File: src/rtl/as_jtag_master.sv
// JTAG TAP initiator: after reset it walks the TAP to Run-Test/Idle, then
// performs one IR scan plus one DR scan per request and returns to idle.
module as_jtag_master #(
  parameter int IR_WIDTH = 5,
  parameter int DR_WIDTH = 64,
  parameter int CLK_DIV  = 2
) (
  input  logic                          clk_i,
  input  logic                          rst_i,
  input  logic                          start_i,
  input  logic [IR_WIDTH-1:0]           ir_i,
  input  logic [DR_WIDTH-1:0]           dr_i,
  input  logic [$clog2(DR_WIDTH+1)-1:0] dr_len_i,
  output logic                          busy_o,
  output logic                          done_o,
  output logic                          err_o,
  output logic [DR_WIDTH-1:0]           dr_o,
  output logic                          tck_o,
  output logic                          tms_o,
  output logic                          tdi_o,
  output logic                          trst_o,
  input  logic                          tdo_i
);
  localparam int LEN_W = $clog2(DR_WIDTH+1);
  localparam int DRI_W = (DR_WIDTH > 1) ? $clog2(DR_WIDTH) : 1;
  localparam int IRI_W = (IR_WIDTH > 1) ? $clog2(IR_WIDTH) : 1;
  localparam int DIV_W = (CLK_DIV > 1) ? $clog2(CLK_DIV) : 1;

  typedef enum logic [2:0] {
    S_INIT, S_IDLE, S_IR_HDR, S_IR_SHIFT, S_IR_TAIL, S_DR_HDR, S_DR_SHIFT, S_DR_TAIL
  } state_t;

  state_t              state_q, state_d;
  logic [DIV_W-1:0]    div_q, div_d;
  logic                tck_q, tck_d, tms_q, tms_d, tdi_q, tdi_d, trst_q, trst_d;
  logic                busy_q, busy_d, done_q, done_d, err_q, err_d;
  logic [2:0]          seq_q, seq_d;
  logic [IRI_W-1:0]    ir_cnt_q, ir_cnt_d;
  logic [DRI_W-1:0]    dr_cnt_q, dr_cnt_d;
  logic [IR_WIDTH-1:0] ir_sh_q, ir_sh_d;
  logic [DR_WIDTH-1:0] dr_sh_q, dr_sh_d, dr_q, dr_d;
  logic [LEN_W-1:0]    len_q, len_d;
  logic                toggle, rise, fall, ir_last, dr_last, len_ok;
  logic [LEN_W-1:0]    dr_last_idx;

  // Request handshake: start_i is taken only in idle (busy_o=0); an accepted
  // request raises busy_o the next cycle and ends with done_o as busy_o drops.
  assign len_ok      = (dr_len_i != '0) && (dr_len_i <= LEN_W'(DR_WIDTH));
  assign toggle      = busy_q && !trst_q && (div_q == DIV_W'(CLK_DIV-1));
  assign rise        = toggle && !tck_q;
  assign fall        = toggle && tck_q;
  assign dr_last_idx = len_q - LEN_W'(1);
  assign ir_last     = (ir_cnt_q == IRI_W'(IR_WIDTH-1));
  assign dr_last     = (LEN_W'(dr_cnt_q) == dr_last_idx);

  always_ff @(posedge clk_i or negedge rst_i) begin
    if (!rst_i) begin
      state_q  <= S_INIT;
      div_q    <= '0;
      tck_q    <= 1'b0;
      tms_q    <= 1'b1;
      tdi_q    <= 1'b0;
      trst_q   <= 1'b1;
      busy_q   <= 1'b1;
      done_q   <= 1'b0;
      err_q    <= 1'b0;
      seq_q    <= '0;
      ir_cnt_q <= '0;
      dr_cnt_q <= '0;
      ir_sh_q  <= '0;
      dr_sh_q  <= '0;
      dr_q     <= '0;
      len_q    <= '0;
    end else begin
      state_q  <= state_d;
      div_q    <= div_d;
      tck_q    <= tck_d;
      tms_q    <= tms_d;
      tdi_q    <= tdi_d;
      trst_q   <= trst_d;
      busy_q   <= busy_d;
      done_q   <= done_d;
      err_q    <= err_d;
      seq_q    <= seq_d;
      ir_cnt_q <= ir_cnt_d;
      dr_cnt_q <= dr_cnt_d;
      ir_sh_q  <= ir_sh_d;
      dr_sh_q  <= dr_sh_d;
      dr_q     <= dr_d;
      len_q    <= len_d;
    end
  end

  always_comb begin
    state_d  = state_q;
    tck_d    = tck_q;
    tms_d    = tms_q;
    tdi_d    = tdi_q;
    trst_d   = 1'b0;
    busy_d   = busy_q;
    done_d   = 1'b0;
    err_d    = 1'b0;
    seq_d    = seq_q;
    ir_cnt_d = ir_cnt_q;
    dr_cnt_d = dr_cnt_q;
    ir_sh_d  = ir_sh_q;
    dr_sh_d  = dr_sh_q;
    dr_d     = dr_q;
    len_d    = len_q;
    // The divider holds off for the cycle in which trst is released.
    if (busy_q && !trst_q) div_d = toggle ? '0 : div_q + DIV_W'(1);
    else                   div_d = '0;
    if (toggle) tck_d = !tck_q;
    if (rise && state_q == S_DR_SHIFT) dr_d[dr_cnt_q] = tdo_i;

    // Each branch acts on the falling TCK edge that closes the current bit
    // and sets up tms/tdi for the next one.
    case (state_q)
      S_INIT: if (fall) begin
        if (seq_q == 3'd5) begin
          state_d = S_IDLE;
          busy_d  = 1'b0;
          tms_d   = 1'b0;
        end else begin
          seq_d = seq_q + 3'd1;
          tms_d = (seq_q < 3'd4);
        end
      end
      S_IDLE: if (start_i) begin
        if (len_ok) begin
          ir_sh_d = ir_i;
          dr_sh_d = dr_i;
          len_d   = dr_len_i;
          dr_d    = '0;
          busy_d  = 1'b1;
          seq_d   = '0;
          tms_d   = 1'b1;
          state_d = S_IR_HDR;
        end else begin
          err_d = 1'b1;
        end
      end
      S_IR_HDR: if (fall) begin
        if (seq_q == 3'd3) begin
          state_d  = S_IR_SHIFT;
          ir_cnt_d = '0;
          tms_d    = (IR_WIDTH == 1);
          tdi_d    = ir_sh_q[0];
          ir_sh_d  = ir_sh_q >> 1;
        end else begin
          seq_d = seq_q + 3'd1;
          tms_d = (seq_q == 3'd0);
        end
      end
      S_IR_SHIFT: if (fall) begin
        if (ir_last) begin
          state_d = S_IR_TAIL;
          seq_d   = '0;
          tms_d   = 1'b1;
          tdi_d   = 1'b0;
        end else begin
          ir_cnt_d = ir_cnt_q + IRI_W'(1);
          tms_d    = (ir_cnt_q == IRI_W'(IR_WIDTH-2));
          tdi_d    = ir_sh_q[0];
          ir_sh_d  = ir_sh_q >> 1;
        end
      end
      S_IR_TAIL: if (fall) begin
        if (seq_q == 3'd1) begin
          state_d = S_DR_HDR;
          seq_d   = '0;
          tms_d   = 1'b0;
        end else begin
          seq_d = 3'd1;
          tms_d = 1'b1;
        end
      end
      S_DR_HDR: if (fall) begin
        if (seq_q == 3'd1) begin
          state_d  = S_DR_SHIFT;
          dr_cnt_d = '0;
          tms_d    = (len_q == LEN_W'(1));
          tdi_d    = dr_sh_q[0];
          dr_sh_d  = dr_sh_q >> 1;
        end else begin
          seq_d = 3'd1;
          tms_d = 1'b0;
        end
      end
      S_DR_SHIFT: if (fall) begin
        if (dr_last) begin
          state_d = S_DR_TAIL;
          seq_d   = '0;
          tms_d   = 1'b1;
          tdi_d   = 1'b0;
        end else begin
          dr_cnt_d = dr_cnt_q + DRI_W'(1);
          tms_d    = (LEN_W'(dr_cnt_q) + LEN_W'(1) == dr_last_idx);
          tdi_d    = dr_sh_q[0];
          dr_sh_d  = dr_sh_q >> 1;
        end
      end
      S_DR_TAIL: if (fall) begin
        if (seq_q == 3'd1) begin
          state_d = S_IDLE;
          busy_d  = 1'b0;
          done_d  = 1'b1;
          tms_d   = 1'b0;
        end else begin
          seq_d = 3'd1;
          tms_d = 1'b0;
        end
      end
      default: state_d = S_INIT;
    endcase
  end

  assign busy_o = busy_q;
  assign done_o = done_q;
  assign err_o  = err_q;
  assign dr_o   = dr_q;
  assign tck_o  = tck_q;
  assign tms_o  = tms_q;
  assign tdi_o  = tdi_q;
  assign trst_o = trst_q;
endmodule
File: config.mk
export PLATFORM = sky130hd
export DESIGN_NAME = as_jtag_master
export DESIGN_NICKNAME = d
export VERILOG_FILES = /design/src/rtl/as_jtag_master.sv
export SDC_FILE = /design/constraint.sdc
export NUM_CORES = 1
export LEC_CHECK = 0
export ABC_AREA = 1
export BUFFER_PORTS_ARGS = -buffer_cell sky130_fd_sc_hd__buf_2
export CORE_UTILIZATION = 45
export CTS_CLUSTER_SIZE = 24
export DETAILED_ROUTE_END_ITERATION = 10
export PLACE_DENSITY_LB_ADDON = 0.3
export SETUP_SLACK_MARGIN = 0.4
export SLEW_MARGIN = 40
export SYNTH_ARGS = -nofsm -noshare
export SYNTH_HDL_FRONTEND = slang
export SYNTH_SLANG_ARGS = --single-unit
File: constraint.sdc
create_clock -name clk_i -period 2.65 [get_ports clk_i]
set_clock_uncertainty 0.05 [all_clocks]
set_input_delay 0.53 -clock clk_i [delete_from_list [all_inputs] [get_ports clk_i]]
set_output_delay 0.53 -clock clk_i [all_outputs]
set_load 0.03 [all_outputs]
==> results by group, run 1 <==
Power and ir drop
  – Peak supply drop: 424 µV
  – LEAKAGE: 5.76 nW
  – Cell Pwr Density: 480 nW/µm²
  – Final Power: 0.00514 W

Placed design
  – Routability cong.: 0.908
  – Place WS: 0.164 ns
  – DP Wirelength: 15000 µm
  – PortBufs: 150
  – Placed Cells: 1548

Floorplan
  – Rows: 50
  – Die Width: 141 µm
  – Ports: 151
  – Chip height: 141 µm
  – Core area: 18900 µm²
  – Initial Utilization: 46.3%
  – Die area: 20000 µm²

Final layout
  – Final std cells w/o fill: 1598
  – Final Util: 56.7%
  – Layout cells sized above 1: 19.6%
  – Nets@finish: 1419
  – N_diodes: 0
  – Area growth syn-to-layout: 22.5%

Global routing
  – Largest net degree at the start of global routing: 74
  – First-pass GRT wire length: 36700 µm
  – Initial antenna violation count: 0
  – Total GRT Usage: 23.0%
  – Gr ovfl total: 0
  – Vias in the first global route: 7361

Worst setup path
  – Worst r2r src: state_q[1]$_DFFE_PN0P_
  – WP data required: 2.91 ns
  – Worst-path fanout max: 31
  – CP arrival: 2.48 ns
  – R2r endpoint: dr_sh_q[3]$_DFFE_PN0P_
  – Crit path capture type: flop
  – Path depth of the worst reg2reg path: 11
  – Critical path type: reg -> reg
  – Startpoint Class: flop
  – R2R setup slack: 0.43 ns

Routing
  – Detail Route Antenna Nets: 0
  – DR vias/cell: 5.22
  – Post-DR wirelength/cell: 15.1 µm
  – DR iter-0 viols: 751
  – Total routed wirelength: 24100 µm
  – Via count: 8345
  – DRT Pass-1 Iters: 6
  – Residual DRC: 0

Logic synthesis
  – Post-synth EDFFs: 0
  – Syn Area/Cell: 7.44 µm²
  – Synthesis Warnings: 0
  – Synth area leader: dfrtp_1
  – Synth Flop Type: dfrtp_1
  – Syn Inst Count: 1176
  – Net count after synthesis: 1270
  – Largest cells by area after synthesis: dfrtp_1, nand2_1, nand3_1, nor2_1, o21a_1
  – Asr flop ratio synth: 100%
  – Synthesis-stage register bit count: 163
  – Synth cell types: 32
  – Post-Syn Area: 8740 µm²
  – Top-area cell type share of the netlist area: 45.8%
  – Register area share after synthesis: 46.7%

Job
  – Max Cap Viol: 0

Timing
  – Max Fclk: 0.451 GHz
  – Post-layout min period: 2.22 ns
  – Slew Viols, Final: 0
  – RSZ-0062 raised after global routing: yes
  – Slew margin rel.: 52.1%
  – Final worst slack: 0.430 ns
  – Final hold vios: 0
  – Worst-margin pin slew: 0.719 ns
  – Final Setup Violations: 0
  – Tcrit/Tclk final: 83.8%
  – Setup TNS: 0 ns

Clock network
  – Root Driver: clkbuf_16
  – H-tree levels: 4
  – TritonCTS clock tree: yes
  – Worst-Skew Late Latency: 0.43 ns
  – Sink Count: 163
  – Worst-path clk slew: 0.07 ns
  – CTS buffer count: 17
  – Max clock buf depth: 2
  – Cts hold-fix bufs: 0

Run status
  – Status: finished, final reports clean

Hold path
  – Hold Path Class: in -> async
-- final cells by class --
| cell class | instances | area, µm² |
|---|---|---|
| tap | 260 | 325 |
| multi-input combinational | 891 | 4230 |
| clock inverter | 15 | 160 |
| timing repair buffer | 186 | 1230 |
| inverter | 66 | 251 |
| clock buffer | 17 | 425 |
| fill | 1782 | 8180 |
| sequential | 163 | 4090 |
-- critical path: stages, from the launching register on --
cell and delay (ns):
dfrtp_1 0.43, inv_1 0.11, ha_1 0.22, inv_1 0.07
nor2_2 0.18, nand2_1 0.20, nand4_1 0.20, nor2_4 0.09
buf_4 0.16, clkbuf_16 0.20, nand3_1 0.11, nand2_1 0.07
-- cells by family after synthesis --
| logic type | Yosys count | synth area share (%) |
|---|---|---|
| xor+xnor | 6 | 0.601 |
| simple gates | 705 | 32.9 |
| other cells | 1 | 0.0429 |
| fa+ha+maj | 14 | 2.00 |
| buf+inv | 122 | 6.51 |
| compound gates | 165 | 11.3 |
| flops | 163 | 46.7 |
-- flip-flops by register name, indices dropped and copies added (netlist names), 3 cells and up --
register / count
dr_o: 64
state_q: 3
dr_cnt_q: 6
len_q: 7
dr_sh_q: 64
seq_q: 3
ir_sh_q: 5
ir_cnt_q: 3
-- cell usage after synthesis, types with 2 or more instances --
library cell	instances
buf_2	11
inv_1	61
a21oi_1	68
nor3_1	11
nand2_1	443
buf_4	2
o31ai_1	4
nand4_1	20
buf_6	12
ha_1	14
dfrtp_1	160
o211a_1	2
clkbuf_1	26
or2_2	3
o21a_1	50
dfstp_2	3
buf_1	5
nand3_1	112
o21ai_0	36
xnor2_1	5
o211ai_1	3
nor2_2	3
nor2_1	110
clkinv_1	4
-- how the worst max path moves through the flow --
stage | from | end | slack [ns] | cells after the start
CTS | state_q[1]$_DFFE_PN0P_ | dr_sh_q[0]$_DFFE_PN0P_ | 0.40 | 10
global placement | state_q[1]$_DFFE_PN0P_ | dr_sh_q[0]$_DFFE_PN0P_ | 0.22 | 10
global route | state_q[0]$_DFFE_PN0P_ | dr_o[33]$_DFF_PN0_ | 0.32 | 10
detailed placement | len_q[0]$_DFFE_PN0P_ | dr_sh_q[63]$_DFFE_PN0P_ | 0.16 | 11
finish | state_q[1]$_DFFE_PN0P_ | dr_sh_q[3]$_DFFE_PN0P_ | 0.43 | 11
floorplan | len_q[0]$_DFFE_PN0P_ | dr_sh_q[10]$_DFFE_PN0P_ | 0.59 | 12
-- power by group --
group	internal (W)	total [W]	switching, W
Sequential	0.00249	0.00249	0.00000265
Clock	0.00126	0.00244	0.00118
Combinational	0.0000791	0.000209	0.000130
Total	0.00383	0.00514	0.00131
-- cell usage in the layout (no fill, tap or decap), types with 8 or more instances in the layout --
cell type / Yosys / routed
nand2_1: 443 / 435
dfrtp_1: 160 / 158
buf_2: 11 / 149
nand3_1: 112 / 110
nor2_1: 110 / 101
a21oi_1: 68 / 68
inv_1: 61 / 58
o21a_1: 50 / 50
o21ai_0: 36 / 36
clkbuf_16: 0 / 22
nand4_1: 20 / 20
buf_4: 2 / 20
ha_1: 14 / 12
nor3_1: 11 / 10
nand2_2: 1 / 8
nor2_2: 3 / 8
-- through the flow --
stage | hold slack (ns) | instance area, µm²
global placement | 0.391 | 9740
global route | 0.136 | 10700
CTS | 0.103 | 10400
detailed placement | 0.403 | 9740
floorplan | 0.184 | 8740
finish | 0.0825 | 10700
-- timing repair --
| item | CTS | global route |
|---|---|---|
| setup buffers | 3 | 9 |
| resized for setup | 12 | 32 |
| pin swaps | 1 | 5 |
| endpoints found under the setup margin | 119 | 137 |
| cloned | 0 | 6 |
-- layer usage --
metal  track usage (%)  share of wire, %  vias to the layer above
li1                  -                 -                     4103
met1              30.4                43                     3971
met2              37.3                48                      247
met3              5.87               7.2                       24
met4              6.62               1.3                        0
met5                 0                 0                        -
(Power assumes the default switching activity.)
==> run 2: changes to the inputs <==
Clock period 2.65 ns to 1.8 ns, I/O delays scaled along.
==> run 2 against run 1 <==
The flow now finishes with violations (DRC, setup timing). Wire length rose by 43%. Setup slack got worse by 0.86 ns. Utilization rose by 22 points. Sequential share of layout area fell by 11 points. Critical path depth rose by 2. Count of clock-buffer cells in the layout rose by 2. Final area rose by 39%. Critical path type unchanged.
==> results by group, run 2 (synthesized netlist as in run 1, its figures left out) <==
Timing
  – Final worst slack: -0.433 ns (-0.863 ns)
  – Slew margin rel.: 46.0% (-6.0 points)
  – Final hold vios: 0 (unchanged)
  – Tcrit/Tclk final: 124% (+40 points)
  – Slew Viols, Final: 0 (unchanged)
  – Max Fclk: 0.448 GHz (-0.58%)
  – RSZ-0062 raised after global routing: yes
  – Setup TNS: -39.31 ns (-39.31 ns)
  – Final Setup Violations: 151 (+151)
  – Fin Hold WS: 0.121 ns (+0.0384 ns)
  – Worst-margin pin slew: 0.809 ns (+0.0897 ns)
  – Post-layout min period: 2.23 ns (+0.0130 ns)

Clock network
  – TritonCTS clock tree: yes
  – Worst-path clk slew: 0.07 ns (about the same)
  – Max clock buf depth: 2 (unchanged)
  – CTS buffer count: 17 (unchanged)
  – Worst-Skew Late Latency: 0.44 ns (about the same)
  – H-tree levels: 4 (unchanged)
  – Sink Count: 163 (unchanged)
  – Root Driver: clkbuf_16

Routing
  – Post-DR wirelength/cell: 19.0 µm (+26%)
  – Residual DRC: 2 (+2)
  – Detail Route Antenna Nets: 0 (unchanged)
  – DRT Pass-1 Iters: 8 (+2)
  – Via count: 10100 (+22%)
  – DR vias/cell: 5.59 (+7.0%)
  – Total routed wirelength: 34400 µm (+43%)
  – DR iter-0 viols: 675 (-10%)

Floorplan
  – Initial Utilization: 46.3% (unchanged)
  – Ports: 151 (unchanged)
  – Die Width: 141 µm (unchanged)
  – Rows: 50 (unchanged)
  – Core area: 18900 µm² (unchanged)
  – Chip height: 141 µm (unchanged)
  – Die area: 20000 µm² (unchanged)

Final layout
  – Area growth syn-to-layout: 70.2%
  – N_diodes: 0 (unchanged)
  – Nets@finish: 1636 (+15%)
  – Layout cells sized above 1: 47.7% (+28 points)
  – Commonest non-fill, non-tap cell in the layout: nand2_1
  – Highest-count cells in the layout ignoring fill and taps: nand2_1, buf_4, dfrtp_1
  – Final std cells w/o fill: 1815 (+14%)

Global routing
  – Vias in the first global route: 9185 (+25%)
  – Total GRT Usage: 28.0% (+5.0 points)
  – First-pass GRT wire length: 44600 µm (+22%)
  – Largest net degree at the start of global routing: 65 (-12%)
  – Initial antenna violation count: 0 (unchanged)
  – Gr ovfl total: 0 (unchanged)

Worst setup path
  – Critical path's largest stage delay: 0.45 ns (+0.02 ns)
  – Crit path from: len_q[3]$_DFFE_PN0P_
  – Worst r2r src: len_q[3]$_DFFE_PN0P_
  – R2r endpoint: dr_cnt_q[0]$_DFFE_PN0P_
  – CP max-delay cell: dfrtp_1
  – CP arrival: 2.49 ns (about the same)
  – Most used cell, CP: nand2_2
  – Crit path capture type: flop
  – Critical-path cell list: nor2_2 -> nand3_2 -> nand2_2 -> nand2_2 -> nand2_1 -> nand2_2 -> nand4_1 -> buf_6 -> buf_6 -> nand2_4 -> buf_8 -> nand2_2 -> o21ai_1
  – WP buf/inv: 3 (-1)
  – Path depth of the worst reg2reg path: 13 (+2)
  – Worst-path fanout max: 6 (-81%)
  – CP top delay family: simple AND/OR/NAND/NOR gates
  – Critical path type: reg -> reg
  – R2R setup slack: -0.43 ns (-0.86 ns)
  – Startpoint Class: flop
  – WP data required: 2.06 ns (-0.85 ns)

Run status
  – Failing checks: DRC, setup timing
  – Status: finished with violations

Job
  – Max Cap Viol: 0 (unchanged)

Hold path
  – Hold Path Class: in -> reg
  – HP Start: ir_i[4]
  – WHS Path Cells: 3
  – Hold Crit Endpoint: ir_sh_q[4]$_DFFE_PN0P_

Placed design
  – Placed Cells: 1707 (+10%)
  – DP Wirelength: 17500 µm (+17%)
  – Routability cong.: 0.907 (-0.14%)
  – Place WS: -0.281 ns (-0.445 ns)
  – PortBufs: 150 (unchanged)

Power and ir drop
  – LEAKAGE: 7.30 nW (+27%)
  – Cell Pwr Density: 549 nW/µm² (+14%)
  – Peak supply drop: 699 µV (+65%)
## run 2: cell count changes in the layout (fill, tap and decap cells not counted), sizes merged
cell         delta
clkbuf          +6
inv             -2
clkinvlp        -3
dlygate4sd3     +1
buf           +211
bufinv          +4
## run 2: routing by layer
| metal | track usage (%) | share of wire [%] |
|---|---|---|
| met1 | 35.1 | 37 |
| met4 | 11.1 | 4.7 |
| met5 | 0 | 0 |
| met2 | 47.2 | 51 |
| met3 | 5.87 | 6.9 |
## run 2: worst min-delay path: stages
cell,delay (ns)
buf_2,0.08
nand3_1,0.06
nand2_1,0.07
## run 2: layout make-up
type	count	area (µm²)
Multi-Input combinational cell	891	5730
Sequential cell	163	4090
Fill cell	1118	4010
Timing Repair Buffer	402	3800
Clock buffer	19	453
Tap cell	260	325
Inverter	66	279
Clock inverter	13	194
Timing Repair inverter	1	6.26
## run 2: worst max path at each step
stage                              endpoint  slack, ns  depth (start not counted)
floorplan           dr_sh_q[13]$_DFFE_PN0P_      -0.13                         13
global route        dr_cnt_q[0]$_DFFE_PN0P_      -0.44                         13
global placement    dr_sh_q[29]$_DFFE_PN0P_      -0.27                         13
CTS                 dr_sh_q[63]$_DFFE_PN0P_      -0.18                         12
detailed placement  dr_sh_q[25]$_DFFE_PN0P_      -0.28                         13
finish              dr_cnt_q[0]$_DFFE_PN0P_      -0.43                         13
## run 2: through the flow
stage | utilization (%) | power, W | cell area, µm²
after floorplan | - | 0.00385 | 9190
after global placement | 60.9 | 0.00408 | 11500
after detailed placement | 60.9 | 0.00408 | 11500
after CTS | 69.4 | 0.00811 | 13100
after global routing | 78.8 | 0.00835 | 14900
final | 78.8 | 0.00817 | 14900
## run 2: power by group
group | internal [W] | leakage (nW) | total (W) | switching (W)
Clock | 0.00243 | 0.321 | 0.00412 | 0.00169
Combinational | 0.000146 | 4.75 | 0.000383 | 0.000237
Sequential | 0.00367 | 2.23 | 0.00367 | 0.00000491
Total | 0.00624 | 7.30 | 0.00817 | 0.00193
## run 2: repair_timing
item,CTS,global route
setup buffers,20,39
gates resized for setup,177,395
hold buffers,1,0
pin swaps,38,118
setup endpoints to repair,226,228
endpoints found under the hold margin,31,0
gates cloned,4,12
==> run 3: changes to the inputs <==
Settings changed: BUFFER_PORTS_ARGS -buffer_cell sky130_fd_sc_hd__buf_2 to unset, CORE_MARGIN set to 5, DONT_BUFFER_PORTS set to 1.
==> run 3 against run 2 <==
Combinational power shrank 62%. Flip-flop and latch count is the same. Worst hold slack worse by 0.54 ns. Non-clock buffer count fell by 181. Count of clock-buffer cells in the layout fell by 1. The run ends with hold timing, setup timing left. Final cell count is 9.8% lower. Critical path type unchanged.
==> results by group, run 3 (synthesized netlist as in run 1, its figures left out) <==
Power and ir drop
  – LEAKAGE: 6.15 nW (-16%)
  – Cell Pwr Density: 567 nW/µm² (+3.2%)
  – Peak supply drop: 621 µV (-11%)

Placed design
  – Routability cong.: 0.947 (+4.4%)
  – Placed standard-cell area: 10600 µm² (-7.5%)
  – Placed Cells: 1561 (-8.6%)
  – PortBufs: 0 (-100%)
  – DP Wirelength: 16800 µm (-4.4%)
  – Place WS: -0.280 ns (+0.000694 ns)

Worst setup path
  – R2r endpoint: dr_o[61]$_DFF_PN0_
  – R2R setup slack: -0.28 ns (+0.15 ns)
  – Startpoint Class: flop
  – Path depth of the worst reg2reg path: 9 (-4)
  – Critical path type: reg -> reg
  – Critical path's largest stage delay: 0.48 ns (+0.03 ns)
  – Worst-path fanout max: 5 (-1)
  – CP max-delay cell: dfrtp_2
  – WP buf/inv: 2 (-1)
  – Critical-path cell list: inv_4 -> ha_4 -> nand2_8 -> nor3_4 -> nand4_1 -> buf_6 -> nor2_4 -> a21oi_2 -> o21a_1
  – Crit path depth: 9 (-4)
  – Crit path from: state_q[0]$_DFFE_PN0P_
  – Crit path capture type: flop
  – Worst r2r src: state_q[0]$_DFFE_PN0P_
  – Critical Path End: dr_o[61]$_DFF_PN0_
  – CP top delay family: simple AND/OR/NAND/NOR gates
  – WP data required: 2.06 ns (about the same)
  – CP arrival: 2.34 ns (-0.15 ns)

Global routing
  – Vias in the first global route: 8390 (-8.7%)
  – Initial antenna violation count: 0 (unchanged)
  – Largest net degree at the start of global routing: 164 (+150%)
  – Gr ovfl total: 0 (unchanged)
  – Total GRT Usage: 22.7% (-5.2 points)
  – First-pass GRT wire length: 41300 µm (-7.3%)

Clock network
  – Cts hold-fix bufs: 4 (+3)
  – Worst-path clk slew: 0.07 ns (about the same)
  – Sink Count: 163 (unchanged)
  – CTS buffer count: 17 (unchanged)
  – TritonCTS clock tree: yes
  – Max clock buf depth: 2 (unchanged)
  – Root Driver: clkbuf_16
  – Worst-Skew Late Latency: 0.42 ns (-0.02 ns)
  – H-tree levels: 4 (unchanged)

Job
  – Max Cap Viol: 0 (unchanged)

Run status
  – Failing checks: hold timing, setup timing
  – Status: finished with violations

Timing
  – Slew margin rel.: 43.4% (-2.7 points)
  – Final hold vios: 163 (+163)
  – Fin Hold WS: -0.417 ns (-0.538 ns)
  – RSZ-0062 raised after global routing: yes
  – Final Setup Violations: 148 (-2.0%)
  – Setup TNS: -27.45 ns (+11.86 ns)
  – Slew Viols, Final: 0 (unchanged)
  – Post-layout min period: 2.08 ns (-0.153 ns)
  – Worst-margin pin slew: 0.849 ns (+0.0399 ns)
  – Tcrit/Tclk final: 116% (-8.5 points)
  – Final worst slack: -0.280 ns (+0.153 ns)
  – Max Fclk: 0.481 GHz (+7.4%)

Final layout
  – Layout cells sized above 1: 38.7% (-9.0 points)
  – Commonest non-fill, non-tap cell in the layout: nand2_1
  – N_diodes: 0 (unchanged)
  – Area growth syn-to-layout: 48.8%
  – Nets@finish: 1455 (-11%)
  – Final std cells w/o fill: 1638 (-9.8%)
  – Final instance area: 13000 µm² (-13%)
  – Highest-count cells in the layout ignoring fill and taps: nand2_1, buf_4, dfrtp_1

Floorplan
  – Die Width: 149 µm (+5.7%)
  – Die area: 22300 µm² (+12%)
  – Core area: 19300 µm² (+2.0%)
  – Chip height: 149 µm (+5.7%)
  – Rows: 51 (+2.0%)
  – Initial Utilization: 45.4% (-0.91 points)
  – Ports: 151 (unchanged)

Hold path
  – Hold Path Class: in -> async

Routing
  – Post-DR wirelength/cell: 16.7 µm (-12%)
  – DR vias/cell: 5.27 (-5.6%)
  – Detail Route Antenna Nets: 0 (unchanged)
  – DR iter-0 viols: 514 (-24%)
  – Residual DRC: 0 (-2)
  – DRT Pass-1 Iters: 6 (-2)
  – Total routed wirelength: 27400 µm (-20%)
  – Via count: 8638 (-15%)
==> run 3: cell count changes in the layout (fill, tap and decap cells not counted), sizes merged <==
cell and change:
bufinv -3, clkinvlp +3, dlygate4sd3 +3, clkinv +4, inv -4, buf -182, clkbuf -3
==> run 3: what timing repair did <==
item,in CTS,in global routing
endpoints found under the setup margin,171,201
cloned,3,10
resized for setup,158,194
setup buffers,16,13
pin swaps,33,76
endpoints found under the hold margin,167,163
==> run 3: worst min path at each step <==
stage / from / depth (start not counted) / end
floorplan: rst_i / 0 / div_q$_DFF_PN0_
global placement: rst_i / 0 / seq_q[2]$_DFFE_PN0P_
detailed placement: rst_i / 0 / seq_q[0]$_DFFE_PN0P_
CTS: rst_i / 0 / seq_q[0]$_DFFE_PN0P_
global route: rst_i / 0 / seq_q[2]$_DFFE_PN0P_
finish: rst_i / 0 / seq_q[2]$_DFFE_PN0P_
==> run 3: stage by stage <==
stage	utilization (%)	power, W
4_1_cts	62.1	0.00744
3_3_place_gp	55.3	0.00387
6_report	67.5	0.00738
5_1_grt	67.5	0.00762
2_1_floorplan	-	0.00385
3_5_place_dp	55.3	0.00387
==> run 3: routing by layer <==
metal,routed length [µm],vias to the layer above,GRT usage [%]
met5,0,-,0
met4,533,0,6.68
met3,2000,43,7.90
met2,14000,240,37.9
met1,10900,4175,28.0
li1,-,4180,-
==> run 3: worst register-to-register path, stage by stage (launching register included) <==
cell and delay, ns:
dfrtp_2 0.48, inv_4 0.10, ha_4 0.19, nand2_8 0.08, nor3_4 0.30, nand4_1 0.23, buf_6 0.22, nor2_4 0.11
a21oi_2 0.08, o21a_1 0.14
==> run 3: final cells by class <==
class	count	area [µm²]
clock inverter	13	126
multi-input combinational	891	5480
timing repair inverter	1	8.76
timing repair buffer	221	2220
fill	1517	6260
clock buffer	18	439
tap	265	332
sequential	163	4130
inverter	66	284
==> run 3: power by group <==
group / internal [W] / total [W] / switching [W]
clock: 0.00196 / 0.00355 / 0.00159
combinational: 0.0000503 / 0.000146 / 0.0000961
sequential: 0.00367 / 0.00368 / 0.0000139
total: 0.00568 / 0.00738 / 0.00170
